File: src/rtl/instr_fetch_unit.sv
// instr_fetch_unit: RV32I fetch stage. Owns the PC, fetches one instruction per retire over a
// req/valid handshake. Optional macro FETCH_MISALIGN_TRAP_EN traps on a misaligned next PC.
module instr_fetch_unit #(
   parameter logic [31:0] RESET_PC = 32'h0000_0000
) (
   input  logic        clk,
   input  logic        rst_n,
   input  logic        retire,
   input  logic [1:0]  pc_src,
   input  logic        branch_taken,
   input  logic [31:0] branch_target,
   input  logic [31:0] jal_target,
   input  logic [31:0] jalr_target,
   output logic        imem_req,
   output logic [31:0] imem_addr,
   input  logic        imem_valid,
   input  logic [31:0] imem_rdata,
   output logic [31:0] pc,
   output logic [31:0] pc_plus4,
   output logic [31:0] instr,
   output logic        instr_valid,
   output logic        misalign_trap,
   output logic [1:0]  state_dbg
);
   localparam logic [1:0] ST_IDLE = 2'd0;
   localparam logic [1:0] ST_REQ  = 2'd1;
   localparam logic [1:0] ST_HOLD = 2'd2;
`ifdef FETCH_MISALIGN_TRAP_EN
   localparam logic [1:0] ST_TRAP = 2'd3;
`endif
   localparam logic [31:0] NOP = 32'h0000_0013;

   logic [1:0]  state;
   logic [31:0] pc_q;
   logic [31:0] instr_q;
   logic [31:0] next_pc;

   always_comb begin
      next_pc = pc_q + 32'd4;
      case (pc_src)
         2'b01:   if (branch_taken) next_pc = branch_target;
         2'b10:   next_pc = jal_target;
         2'b11:   next_pc = jalr_target & 32'hFFFF_FFFE;
         default: ;
      endcase
   end

   // Handshake: imem_req and imem_addr stay constant from the REQ entry until the cycle
   // imem_valid is seen high; imem_valid in any other state is dropped.
   always_ff @(posedge clk or negedge rst_n) begin
      if (!rst_n) begin
         state   <= ST_IDLE;
         pc_q    <= RESET_PC;
         instr_q <= NOP;
      end else begin
         case (state)
            ST_IDLE: state <= ST_REQ;
            ST_REQ: begin
               if (imem_valid) begin
                  instr_q <= imem_rdata;
                  state   <= ST_HOLD;
               end
            end
            ST_HOLD: begin
               if (retire) begin
`ifdef FETCH_MISALIGN_TRAP_EN
                  // Faulting address is kept on pc for the trap handler.
                  pc_q  <= next_pc;
                  state <= (next_pc[1:0] != 2'b00) ? ST_TRAP : ST_REQ;
`else
                  pc_q  <= next_pc & 32'hFFFF_FFFC;
                  state <= ST_REQ;
`endif
               end
            end
            default: ;
         endcase
      end
   end

   assign imem_req    = (state == ST_REQ);
   assign imem_addr   = pc_q;
   assign pc          = pc_q;
   assign pc_plus4    = pc_q + 32'd4;
   assign instr       = instr_q;
   assign instr_valid = (state == ST_HOLD);
   assign state_dbg   = state;
`ifdef FETCH_MISALIGN_TRAP_EN
   assign misalign_trap = (state == ST_TRAP);
`else
   assign misalign_trap = 1'b0;
`endif

endmodule

File: config.mk
export PLATFORM = sky130hd
export DESIGN_NAME = instr_fetch_unit
export DESIGN_NICKNAME = d
export VERILOG_FILES = /design/src/rtl/instr_fetch_unit.sv
export SDC_FILE = /design/constraint.sdc
export NUM_CORES = 1
export LEC_CHECK = 0
export ABC_AREA = 1
export ABC_CLOCK_PERIOD_IN_PS = 2200
export BUFFER_PORTS_ARGS = -buffer_cell sky130_fd_sc_hd__buf_2
export CORE_MARGIN = 10
export CORE_UTILIZATION = 40
export CTS_BUF_LIST = sky130_fd_sc_hd__clkbuf_8
export CTS_CLUSTER_SIZE = 12
export DETAILED_ROUTE_END_ITERATION = 8
export PLACE_DENSITY = 0.73
export SLEW_MARGIN = 20
export SYNTH_ARGS = -nofsm -noshare
export SYNTH_HDL_FRONTEND = slang
export SYNTH_SLANG_ARGS = --single-unit
File: constraint.sdc
create_clock -name clk -period 2.2 [get_ports clk]
set_input_delay 0.44 -clock clk [delete_from_list [all_inputs] [get_ports clk]]
set_output_delay 0.44 -clock clk [all_outputs]
set_load 0.02 [all_outputs]
==> results.md, run 1 <==
* Share of cells above drive strength 1 at 43.4%
* Die Span Y at 131 um
* NumNets Final at 1112
* Placer Congestion at 0.858
* Global route overflow at 0
* Setup WS pre-CTS at 0.106 ns
* Site Rows at 40
* Most common cell after layout, fill and taps aside: buf_2
* Synth cell types at 37
* Flops & latches, synth at 64
* Critical-path top delay cell: dfrtp_1
* Num CTS Buffers at 9
* YS warnings at 0
* Num Clock Sinks at 64
* DRT antenna net count at 0
* Largest area contributor in the netlist: dfrtp_1
* Worst reg-to-reg setup slack at 0.12 ns
* Worst hold path class: input port to asynchronous set/reset pin
* CP max stage delay at 0.37 ns
* Fin area at 6790 sq um
* Critical path, cell by cell: ha_2 -> nand2_2 -> nor2_4 -> nand2_4 -> nor2_4 -> nand3_2 -> nand2_1 -> buf_6
* Clk slew on worst S/H paths at 0.09 ns
* Critical Path Sink: pc_plus4[22]
* Largest net degree at the start of global routing at 65
* Clk_lat worst skew at 0.36 ns
* Sequential area share after synthesis at 32.9%
* CP required at 1.76 ns
* Syn avg cell area at 6.73 sq um
* Most frequent CP cell: nor2_4
* Leakage at 3.77 nW
* Worst setup margin at -0.135 ns
* Root Buffer: clkbuf_8
* Period minus WS final at 2.33 ns
* Failing checks: negative setup slack
* Max frequency at 0.428 GHz
* Crit. Startpoint: imem_addr[2]
* Cells after Synth at 726
* Vias per cell at 4.89
* GR Util All Layers at 21.4%
* Final core occ at 56.5%
* Port Buffers at 254
* Initial core utilization at 40.7%
* Finished Layout Cells at 1129
* Power Density at 1240 nW/um^2
* Status: finished, violations left
* RSZ-0062 raised after global routing: true
* WL/cell at 16.7 um
* PnR Total Power at 8.44 mW
* DRT Wirelength at 18900 um
* Final-report hold violation count at 0
* Syn-to-layout area delta at 38.9%
* I/O pin count at 268
* Sum Neg Setup Slack at -0.809 ns
* CTS tree: yes
* First-pass iteration count of the detailed router at 5
* # H-tree levels at 3
* CP arrival at 1.89 ns
* Crit. End Element: primary output
* CTS Hold Buffers Added at 0
* Most frequent cells in the layout: buf_2 (237), nand2_1 (230), nor2_1 (72)
* Max cap viols at 0
* Share of the synthesized area in the top cell type at 31.2%
* Die X at 131 um
* FF-to-FF Start: imem_addr[2]
* Post-DP HPWL at 14600 um
* Final period utilization at 106%
* Final Max Tran Viols at 0
* Initial DRC count at 290
* Crit start category: flip-flop
* Die area at 17000 sq um
* Vias in the first global route at 5654
* Drt drc at 0
* Critical path peak fanout at 6
* Worst reg2reg path depth at 16
* Worst vdd ir at 0.754 mV
* Clock Skew at 0.0111 ns
* Initial antenna violation count at 2
* Min Hold Slack at 0.0935 ns
* Final Setup Violations at 17
* Synthesized area at 4890 sq um
* Synth area leaders: dfrtp_1 (31%), nand2_1 (19%), mux2_2 (7.4%)
* Vias post-DR at 5525
* Critical path class: flip-flop to primary output
* Global-route wire length before repair at 28700 um
* Worst reg2reg path endpoint: imem_addr[22]
* Placed Instance Area at 6220 sq um
* Core area at 12000 sq um
* Placed insts at 1100
* CTS Buffer Depth at 2
==> Yosys cell counts (all sizes together) <==
library cell and instances:
nand2 251, nor2 97, inv 74, dfrtp 61, nand3 54, buf 52
mux2 32, o21ai 30, a221oi 15, a21oi 14, clkbuf 8, and2 7
xor2 7, dfstp 3, o21bai 3, or2 3, a22o 2, o2111ai 2
o211ai 2, a21boi 1, a2bb2oi 1, a31oi 1, clkinv 1, conb 1
ha 1, nand3b 1, nor3 1, o22ai 1
==> metal layers <==
layer | vias to the layer above | track usage, % | routed length [um]
li1 | 2760 | - | -
met1 | 2550 | 24.2 | 7390
met2 | 201 | 38.8 | 9910
met3 | 14 | 6.24 | 1400
met4 | 0 | 4.45 | 200
met5 | - | 0 | 0
==> worst min-delay path by stage <==
stage                          from       endpoint  slack, ns  cells after the start
after floorplan               rst_n  imem_addr[10]       0.14                      0
after global placement    instr[17]      instr[17]       0.48                      1
after detailed placement      rst_n      instr[28]       0.49                      2
after CTS                     rst_n  imem_addr[22]       0.10                      2
after global routing          rst_n      instr[26]       0.11                      2
final                         rst_n      instr[31]       0.09                      2
==> area by class of cell <==
class                           instances  area [sq um]
Fill cell                            1229          5230
Inverter                               75           282
Timing Repair Buffer                  293          1670
Tap cell                              147           184
Antenna cell                            1          2.50
Clock buffer                            9           124
Clock inverter                          7          77.6
Multi-Input combinational cell        533          2820
Sequential cell                        64          1620
==> power breakdown <==
group / internal [mW] / total (mW) / switching, mW
clock network: 0.535 / 1.08 / 0.546
registers: 1.75 / 2.21 / 0.455
logic: 1.93 / 5.15 / 3.22
total: 4.22 / 8.44 / 4.22
==> flip-flops by register name, indices dropped and copies added, names as in the netlist <==
register	cells
imem_addr	30
instr	32
state_dbg	2
==> cell families (layout without fill, tap and decap cells) <==
kind of cell             after synthesis  count (layout)  synth area share, %
AO/OA/AOI/OAI                         72              72                 9.42
multiplexers                          32              32                 7.38
buffers and inverters                135             384                 13.7
other                                  1               8               0.0768
AND/OR/NAND/NOR                      414             414                 35.1
XOR/XNOR                               7               7                 1.25
flip-flops                            64              64                 32.9
adder cells (fa/ha/maj)                1               1                0.256
==> worst max-delay path: cells and delay by family (launching register included) <==
kind,cells,cell delay [ns]
adders and majority gates,1,0.20
buffers and inverters,1,0.12
DFF,1,0.37
and+or+nand+nor,6,0.83
==> repair_timing <==
item                                    in CTS  in global routing
resized for setup                           62                 40
hold endpoints to repair                     0                  0
pin swaps                                   12                 13
buffers inserted                            14                  1
endpoints found under the setup margin      22                 25
(Power assumes the default switching activity.)
==> run 2, diff against run 1 <==
Settings changed: CORE_ASPECT_RATIO from default to 1.75, SKIP_CTS_REPAIR_TIMING from default to 1.
==> run 2 against run 1 <==
  * The flow still finishes with violations (negative setup slack)
  * Via count rose by 3.6%
  * Die area grew 1.0%
  * Combinational power is 5.0% higher
  * Clock skew shrank 0.0012 ns
  * Sequential cell count unchanged
  * Sequential share of layout area decreased by 1.1 points
  * Clock power increased by 9%
  * Wire length up 3.0%
  * First-iteration DRC count fell by 13%
  * Final cell count is 3.5% higher
  * Count of clock-buffer cells in the layout grew 1
  * Total power is 3.8% higher
  * Largest cell class unchanged
  * Largest power group unchanged
  * Highest routed layer unchanged
==> results.md, run 2 (synthesized netlist as in run 1, its figures left out) <==
* Largest net degree at the start of global routing at 49
* Drt drc at 0
* Post-DP HPWL at 15300 um
* Status: finished, violations left
* Final Setup Violations at 17
* Critical path class: flip-flop to primary output
* Final-report hold violation count at 0
* Switching part of the total power at 48.6%
* Worst hold path class: input port to asynchronous set/reset pin
* NumNets Final at 1134
* Die Span Y at 166 um
* Failing checks: negative setup slack
* Die area at 17200 sq um
* Power Density at 1230 nW/um^2
* Initial DRC count at 251
* CTS tree: yes
* Sum Neg Setup Slack at -1.52 ns
* Most frequent cells in the layout: buf_2 (237), nand2_1 (217), nor2_1 (72)
* Worst setup margin at -0.173 ns
* Num CTS Buffers at 9
* Clock power share at 13.5%
* Vias in the first global route at 5918
* Worst vdd ir at 0.708 mV
* Period minus WS final at 2.37 ns
* # H-tree levels at 3
* Grt met1 use at 21.2%
* Placer Congestion at 0.889
* Initial core utilization at 40.7%
* Max cap viols at 0
* Busiest metal layer after global routing: met2
* Max reg flops at 32
* Most common cell after layout, fill and taps aside: buf_2
* First-pass iteration count of the detailed router at 4
* Final core occ at 59.2%
* Vias post-DR at 5725
* Syn-to-layout area delta at 45.4%
* Port Buffers at 254
* Vias per cell at 4.90
* DRT Wirelength at 19500 um
* Crit. End Element: primary output
* PnR Total Power at 8.76 mW
* Comb pwr share at 61.7%
* WL/cell at 16.7 um
* Final period utilization at 108%
* Die X at 104 um
* CTS Buffer Depth at 2
* Pint at 4.50 mW
* DRT antenna net count at 0
* Fillcell total at 1192
* CP required at 1.76 ns
* Register area at 1620 sq um
* Clk_lat worst skew at 0.36 ns
* RSZ-0062 raised after global routing: true
* Multi-input logic area at 2910 sq um
* Clk slew on worst S/H paths at 0.08 ns
* Site Rows at 53
* Final Max Tran Viols at 0
* GR Layer Usage met2 at 39.8%
* Clock Skew at 0.00984 ns
* Leakage at 3.92 nW
* Core area at 12000 sq um
* Finished Layout Cells at 1169
* Met3 usage at 5.91%
* Num Clock Sinks at 64
* Initial antenna violation count at 1
* Placed insts at 1125
* I/O pin count at 268
* Sequential share of power at 24.9%
* Global-route wire length before repair at 29900 um
* Psw at 4.26 mW
* GR Util All Layers at 21.5%
* Max frequency at 0.421 GHz
* Critical path peak fanout at 6
* Global route overflow at 0
* Root Buffer: clkbuf_8
* Share of cells above drive strength 1 at 47.1%
* CP arrival at 1.93 ns
* Crit start category: flip-flop
run 2: cell count changes in the layout (fill, tap and decap cells not counted), moves of 3 or more:
| cell | before | now |
|---|---|---|
| o21ai_2 | 2 | 5 |
| o21ai_1 | 6 | 3 |
| buf_6 | 7 | 11 |
| nand3_1 | 50 | 43 |
| inv_6 | 3 | 0 |
| nand3_2 | 4 | 11 |
| nand2_2 | 19 | 30 |
| buf_4 | 44 | 63 |
| nand2_1 | 230 | 217 |
run 2: worst paths after layout:
kind,from,end,slack (ns),depth (start not counted)
max in group asynchronous,rst_n,instr[1],1.54,2
min in group clk,imem_rdata[19],instr[19],0.31,2
setup reg to reg,imem_addr[2],imem_addr[30],0.38,13
hold / removal,rst_n,instr[9],0.004,1
setup / recovery,imem_addr[2],pc_plus4[28],-0.17,10
hold reg to reg,instr[19],instr[19],0.50,1
run 2: area by class of cell:
type                            count  area share, %
Timing Repair Buffer              315           26.0
Antenna cell                        1         0.0352
Inverter                           75           3.96
Multi-Input combinational cell    533           41.0
Tap cell                          165           2.91
Clock buffer                       10           1.94
Sequential cell                    64           22.8
Clock inverter                      6           1.30
run 2: per-stage QoR:
stage	hold WS, ns	worst slack, ns	cell area, sq um
floorplan	0.144	0.173	4910
global placement	0.405	0.144	6280
detailed placement	0.403	0.0922	6280
CTS	0.0121	-0.300	6510
global route	0.0249	-0.270	7100
finish	0.00443	-0.173	7100
run 2: critical path: stages (launching register included):
cell     delay [ns]
dfrtp_1        0.37
ha_2           0.21
nand2_2        0.07
nor2_4         0.18
nand2_4        0.12
nor2_4         0.16
buf_6          0.12
nand2_2        0.05
nand2_2        0.09
nand2_2        0.06
buf_6          0.13
run 2: per-layer routing:
layer  share of wire, %  wire (um)  up-vias
met4                3.6        705        0
li1                   -          -     2816
met2                 53      10300      238
met5                  0          0        -
met3                6.9       1350       44
met1                 37       7140     2627
run 2: power groups by stage:
stage | Sequential [mW] | Combinational (mW) | Clock (mW)
5_1_grt | 2.26 | 5.83 | 1.25
2_1_floorplan | 2.88 | 2.49 | 0
3_3_place_gp | 2.16 | 4.79 | 0
3_5_place_dp | 2.19 | 4.83 | 0
6_report | 2.18 | 5.41 | 1.18
4_1_cts | 2.17 | 4.84 | 1.20
